### src/rtl/lif_neuron.sv
`default_nettype none
// ============================================================================
//  Module      : lif_neuron
//  Description : Single leaky integrate-and-fire neuron. A 1-bit spike train
//                on bit0 is integrated into an unsigned membrane potential
//                that leaks geometrically (v - v>>LEAK_SHIFT) every cycle.
//                When the next potential reaches THRESHOLD the neuron emits
//                a one-cycle spike, reloads V_RESET and ignores its input
//                for REFRACT cycles. led0 is a retriggerable stretch of the
//                spike, LED_HOLD cycles long, for driving a board LED.
//
//  Ports       : clk        in   rising-edge clock
//                rst        in   asynchronous reset, active low
//                bit0       in   input spike, synchronous to clk
//                spike      out  registered one-cycle fire pulse
//                led0       out  stretched spike indicator
//                spike_cnt  out  [15:0] saturating spike count
//                                (only with LIF_SPIKE_CNT_EN defined)
//                v_mem      out  [WIDTH-1:0] membrane potential
//
//  Options     : `define LIF_SPIKE_CNT_EN to add the spike_cnt output.
//
//  Revision    : 1.0  initial release
// ============================================================================
module lif_neuron #(
    parameter int          WIDTH      = 32,
    parameter int unsigned WEIGHT     = 10,
    parameter int          LEAK_SHIFT = 3,
    parameter int unsigned THRESHOLD  = 50,
    parameter int unsigned V_RESET    = 0,
    parameter int unsigned REFRACT    = 4,
    parameter int unsigned LED_HOLD   = 8
) (
    input  logic             clk,
    input  logic             rst,
    input  logic             bit0,
    output logic             spike,
    output logic             led0,
`ifdef LIF_SPIKE_CNT_EN
    output logic [15:0]      spike_cnt,
`endif
    output logic [WIDTH-1:0] v_mem
);

    // ------------------------------------------------------------------
    // Derived widths and constants
    // ------------------------------------------------------------------
    // A zero-length refractory period still gets a 1-bit counter so the
    // counter logic below does not need a special case; it is simply
    // always loaded with 0.
    localparam int REFR_W = (REFRACT > 0) ? $clog2(REFRACT + 1) : 1;
    localparam int LED_W  = $clog2(LED_HOLD + 1);

    localparam logic [WIDTH:0]    C_WEIGHT    = (WIDTH + 1)'(WEIGHT);
    localparam logic [WIDTH:0]    C_THRESHOLD = (WIDTH + 1)'(THRESHOLD);
    localparam logic [WIDTH-1:0]  C_V_RESET   = WIDTH'(V_RESET);
    localparam logic [WIDTH-1:0]  C_V_MAX     = '1;
    localparam logic [REFR_W-1:0] C_REFRACT   = REFR_W'(REFRACT);
    localparam logic [REFR_W-1:0] C_REFR_ONE  = REFR_W'(1);
    localparam logic [LED_W-1:0]  C_LED_HOLD  = LED_W'(LED_HOLD);
    localparam logic [LED_W-1:0]  C_LED_ONE   = LED_W'(1);

    // ------------------------------------------------------------------
    // State
    // ------------------------------------------------------------------
    logic [WIDTH-1:0]  v_q,     v_d;
    logic              spike_q, spike_d;
    logic [REFR_W-1:0] refr_q,  refr_d;
    logic [LED_W-1:0]  led_q,   led_d;

    // ------------------------------------------------------------------
    // Membrane datapath
    // ------------------------------------------------------------------
    logic [WIDTH-1:0] w_leak;
    logic [WIDTH:0]   w_leaked;
    logic [WIDTH:0]   w_sum;
    logic [WIDTH-1:0] w_v_next;
    logic             w_fire;
    logic             w_refractory;

    // Leak is taken off before the weight is added. Since w_leak <= v_q
    // the subtraction can never wrap, so only the addition needs the
    // extra carry bit.
    assign w_leak   = v_q >> LEAK_SHIFT;
    assign w_leaked = {1'b0, v_q - w_leak};
    assign w_sum    = w_leaked + (bit0 ? C_WEIGHT : '0);

    // Clamp to the largest representable potential on carry-out.
    assign w_v_next = w_sum[WIDTH] ? C_V_MAX : w_sum[WIDTH-1:0];

    // THRESHOLD is strictly below 2^WIDTH, so comparing the clamped value
    // gives the same answer as comparing the unclamped sum.
    assign w_fire       = ({1'b0, w_v_next} >= C_THRESHOLD);
    assign w_refractory = (refr_q != '0);

    // ------------------------------------------------------------------
    // Next-state logic
    // ------------------------------------------------------------------
    always_comb begin
        v_d     = v_q;
        spike_d = 1'b0;
        refr_d  = refr_q;
        // The LED counter free-runs down to zero unless a spike reloads it.
        led_d   = (led_q != '0) ? (led_q - C_LED_ONE) : led_q;

        if (w_refractory) begin
            // Input is ignored and the potential is pinned at V_RESET
            // until the refractory counter expires.
            v_d    = C_V_RESET;
            refr_d = refr_q - C_REFR_ONE;
        end else if (w_fire) begin
            v_d     = C_V_RESET;
            spike_d = 1'b1;
            refr_d  = C_REFRACT;
            // Reloading here also restarts a window that is still running.
            led_d   = C_LED_HOLD;
        end else begin
            v_d = w_v_next;
        end
    end

    // ------------------------------------------------------------------
    // State registers
    // ------------------------------------------------------------------
    always_ff @(posedge clk or negedge rst) begin
        if (!rst) begin
            v_q     <= '0;
            spike_q <= 1'b0;
            refr_q  <= '0;
            led_q   <= '0;
        end else begin
            v_q     <= v_d;
            spike_q <= spike_d;
            refr_q  <= refr_d;
            led_q   <= led_d;
        end
    end

`ifdef LIF_SPIKE_CNT_EN
    // ------------------------------------------------------------------
    // Saturating spike counter; it advances on the same edge that raises
    // spike, so it always agrees with the number of pulses seen so far.
    // ------------------------------------------------------------------
    logic [15:0] cnt_q, cnt_d;

    always_comb begin
        cnt_d = cnt_q;
        if (spike_d && (cnt_q != 16'hFFFF)) begin
            cnt_d = cnt_q + 16'd1;
        end
    end

    always_ff @(posedge clk or negedge rst) begin
        if (!rst) begin
            cnt_q <= '0;
        end else begin
            cnt_q <= cnt_d;
        end
    end

    assign spike_cnt = cnt_q;
`endif

    // ------------------------------------------------------------------
    // Outputs: all taken straight from registers
    // ------------------------------------------------------------------
    assign v_mem = v_q;
    assign spike = spike_q;
    assign led0  = (led_q != '0);

endmodule
`default_nettype wire

### config.mk
export PLATFORM = sky130hd
export DESIGN_NAME = lif_neuron
export DESIGN_NICKNAME = d
export VERILOG_FILES = /design/src/rtl/lif_neuron.sv
export SDC_FILE = /design/constraint.sdc
export NUM_CORES = 1
export LEC_CHECK = 0
export ABC_AREA = 0
export BUFFER_PORTS_ARGS = -buffer_cell sky130_fd_sc_hd__buf_2
export CAP_MARGIN = 5
export CORE_ASPECT_RATIO = 0.9
export CORE_MARGIN = 2
export CORE_UTILIZATION = 56
export CTS_CLUSTER_SIZE = 30
export DETAILED_ROUTE_END_ITERATION = 7
export PLACE_DENSITY = 0.79
export SLEW_MARGIN = 20
export SYNTH_ARGS = -nofsm -noshare
export SYNTH_HDL_FRONTEND = slang
export SYNTH_SLANG_ARGS = --single-unit
export TNS_END_PERCENT = 50
### constraint.sdc
create_clock -name clk -period 4.7 [get_ports clk]
set_input_delay 0.94 -clock clk [delete_from_list [all_inputs] [get_ports clk]]
set_output_delay 0.94 -clock clk [all_outputs]
set_load 0.05 [all_outputs]
==> impl_summary.log <==
[metrics] transition time at the pin with the least slew margin: about 900 ps
[metrics] antenna-violating nets left: 0
[metrics] antenna fix cells: 0
[metrics] hold-critical path endpoint: refr_q[0]
[metrics] Util after Layout: 65.2%
[metrics] Total Die Area: 8790 sq um
[metrics] Final Cycle Share: between 90% and 100%
[metrics] number of pins exceeding their max-slew limit in the final report: 0
[metrics] syn_area_per_cell: between 7 and 8 sq um
[metrics] count of TritonRoute iterations in the first routing pass: 6
[metrics] H-tree depth: 2
[metrics] Clock transition at path regs: about 80 ps
[metrics] WP data required: around 4900 ps
[metrics] Synth Cell Area: between 4000 and 5000 sq um
[metrics] wire length of the first global-routing pass: between 20,000 and 25,000 um
[metrics] TritonCTS clock tree: built
[metrics] floorplan row count: 31
[metrics] global router's overall resource usage: 28.7%
[metrics] worst hold-check path type: reg2reg
[metrics] post-detail-place hpwl: between 10,000 and 15,000 um
[metrics] final net count: between 600 and 700
[metrics] number of input and output port buffers inserted: 36
[metrics] run status: completed
[metrics] detailed-route wire length: 12,600 um
[metrics] Crit path arrival time: about 4700 ps
[metrics] Setup WS pre-CTS: -13.6 ps
[metrics] overall overflow remaining after global route: 0
[metrics] post-route DRC violation count: 0
[metrics] count of unique library cells instantiated by Yosys: 83
[metrics] Worst Clk Skew: 7.30 ps
[metrics] initial standard-cell utilization of the core: between 50% and 60%
[metrics] die extent in y: slightly below 90 um
[metrics] number of antenna violations at the first check in global routing: 0
[metrics] max capacitance violation total: 0
[metrics] number of placed cells counting well taps: between 700 and 800
[metrics] number of CTS-inserted buffers: 5
[metrics] worst r2r dst: refr_q[1]
[metrics] total of endpoints with negative setup slack in the final report: 0
[metrics] Horiz. Die Dim: slightly below 100 um
[metrics] core region area: a little under 8000 sq um
[metrics] path depth of the worst reg2reg path: 14
[metrics] average wire length per cell after detail routing: 16.9 um
[metrics] drt first-iter violations: 260
[metrics] number of flops mapped to enable cells by yosys: 0
[metrics] max-slew headroom at the worst pin: approximately 40%
[metrics] synthesis warning total: 0
[metrics] mean number of vias per cell: roughly 6.3
[metrics] Reg2Reg Launch Point: v_mem[3]
[metrics] routed vias: between 4,000 and 5,000
[metrics] most frequent standard cell in the layout excluding fill and tap cells: sky130_fd_sc_hd__nor2_1
[metrics] CTS Hold Bufs: 0
[metrics] post-layout min period: 4560 ps
[metrics] min-delay src: refr_q[0]
[metrics] crit path capture type: flop
[metrics] CP max FO: 8
[metrics] via count of the first global-routing pass: ~4,200
[metrics] CTS Root Buffer Type: sky130_fd_sc_hd__clkbuf_8
[metrics] maximum buffer depth of the clock tree: 2
[metrics] fraction of synthesis flops using an asynchronous set or reset pin: 100%
[metrics] slack of the worst reg-to-reg path: between 100 and 150 ps
[metrics] number of sinks driven by the clock tree: 40
[metrics] instance count along the most critical hold path: 1
[metrics] maximum ir drop on the vdd rail: ~170 uV
[metrics] pin count of the biggest net entering global routing: 41
[metrics] leakage power: 2.32 nW
[metrics] final worst-path setup slack: between 100 and 150 ps
[metrics] P&R area growth vs syn: 14.5%
[metrics] fin cells: about 750
[metrics] worst setup path class: reg2reg
[metrics] power density over cell area: ~220 nW/um^2
[metrics] top library cells by usage in the layout, fill and taps aside: sky130_fd_sc_hd__nor2_1 (50), sky130_fd_sc_hd__inv_1 (44), sky130_fd_sc_hd__a21oi_1 (43)
[metrics] post-synthesis sequential element count: 40
[metrics] instance count of the mapped netlist: 573
[metrics] achievable frequency: 220 MHz
[metrics] most instantiated flip-flop cell in the synthesis netlist: sky130_fd_sc_hd__dfrtp_1
[metrics] I/O pin total: 37
[metrics] register area share after synthesis: around 22%
[metrics] final weighted congestion in routability-driven placement: 0.962
[metrics] Skew-Pair Late Insertion Delay: around 300 ps
[metrics] startpoint class of the critical path: flop
[metrics] fraction of final layout cells with drive strength greater than 1: between 10% and 20%
[metrics] hold_ws: between 500 and 600 ps
[metrics] Final Hold Viols: 0
[metrics] power consumption: 0.00113 W
==> Yosys cell counts, types with 5 or more instances <==
cell	n	area, sq um
sky130_fd_sc_hd__a211oi_1	9	67.6
sky130_fd_sc_hd__a21boi_0	7	52.6
sky130_fd_sc_hd__a21o_1	9	67.6
sky130_fd_sc_hd__a21oi_1	45	225
sky130_fd_sc_hd__a31oi_1	8	50.1
sky130_fd_sc_hd__and2_1	5	31.3
sky130_fd_sc_hd__buf_2	5	25.0
sky130_fd_sc_hd__clkbuf_1	12	45.0
sky130_fd_sc_hd__dfrtp_1	40	1000
sky130_fd_sc_hd__ha_1	34	425
sky130_fd_sc_hd__inv_1	44	165
sky130_fd_sc_hd__mux2i_1	5	50.1
sky130_fd_sc_hd__nand2_1	36	135
sky130_fd_sc_hd__nand2b_1	9	56.3
sky130_fd_sc_hd__nand3_1	18	90.1
sky130_fd_sc_hd__nand4_1	19	119
sky130_fd_sc_hd__nor2_1	50	188
sky130_fd_sc_hd__nor3_1	23	115
sky130_fd_sc_hd__nor4_1	6	37.5
sky130_fd_sc_hd__o2111ai_1	7	61.3
sky130_fd_sc_hd__o211a_1	6	60.1
sky130_fd_sc_hd__o211ai_1	6	45.0
sky130_fd_sc_hd__o21a_1	11	82.6
sky130_fd_sc_hd__o21ai_0	31	155
sky130_fd_sc_hd__or4_1	6	45.0
sky130_fd_sc_hd__xnor2_1	13	114
sky130_fd_sc_hd__xor2_1	5	43.8
==> registers in the layout (all words and copies together), names as in the netlist <==
signal	count
refr_q	3
v_mem	32
spike	1
led_q	4
==> kinds of logic after synthesis <==
logic type,count (synthesis),share of synthesized area (%)
adders and majority gates,35,9.88
xor gates and xnor gates,19,3.86
other,1,0.0832
DFF,40,22.2
muxes,9,2.11
and+or+nand+nor,211,25.7
buffers and inverters,68,6.66
AOI/OAI and AO/OA,190,29.6
==> area by class of cell <==
class,instances,area [sq um]
multi-input combinational,490,3390
clock buffer,6,72.6
timing repair buffer,65,398
inverter,44,165
fill,722,2750
clock inverter,1,5.00
sequential,40,1010
tap,99,124
==> through the flow <==
step | setup TNS (ps) | cell area [sq um]
floorplan | 0 | 4630
global placement | 0 | 5000
global route | -9.19 | 5160
detailed placement | -13.6 | 5000
finish | 0 | 5160
CTS | 0 | 5090
==> per-layer routing <==
metal / up-vias / wire length, um / GRT usage, %
met5: - / 0 / 0
met4: 0 / 254 / 7.85
met3: 26 / 712 / 3.91
met2: 155 / 5840 / 49.7
met1: 2203 / 5760 / 38.2
li1: 2289 / - / -
==> critical path, stage by stage, from the launching register on <==
cell and delay [ps]:
sky130_fd_sc_hd__dfrtp_2 420, sky130_fd_sc_hd__ha_1 210, sky130_fd_sc_hd__fa_2 350, sky130_fd_sc_hd__nand2b_4 170, sky130_fd_sc_hd__a21boi_4 310, sky130_fd_sc_hd__o21ai_4 120
sky130_fd_sc_hd__nand3b_1 130, sky130_fd_sc_hd__or4b_4 480, sky130_fd_sc_hd__or4_4 480, sky130_fd_sc_hd__or4_4 450, sky130_fd_sc_hd__or3_1 370, sky130_fd_sc_hd__o31ai_2 210
sky130_fd_sc_hd__and4_4 280, sky130_fd_sc_hd__a41oi_1 130, sky130_fd_sc_hd__mux2_1 330
==> power breakdown <==
group          total (W)  internal, W  switching [W]
clock           0.000220     0.000101       0.000119
sequential      0.000367     0.000355      0.0000112
combinational   0.000543     0.000192       0.000350
==> repair_timing <==
item / 4_1_cts / 5_1_grt
buffers inserted: 0 / 2
setup endpoints to repair: 2 / 11
pin swaps: 0 / 3
gates resized for setup: 1 / 17
==> worst max path at each step <==
stage                         from   endpoint  cells past startpoint
final                     v_mem[3]  refr_q[1]                     14
after global routing      v_mem[4]  refr_q[1]                     17
after CTS                 v_mem[4]   v_mem[4]                     17
after detailed placement  v_mem[4]   v_mem[4]                     17
after global placement    v_mem[9]  refr_q[1]                     13
after floorplan           v_mem[0]  refr_q[1]                     16
(Power assumes the default switching activity.)
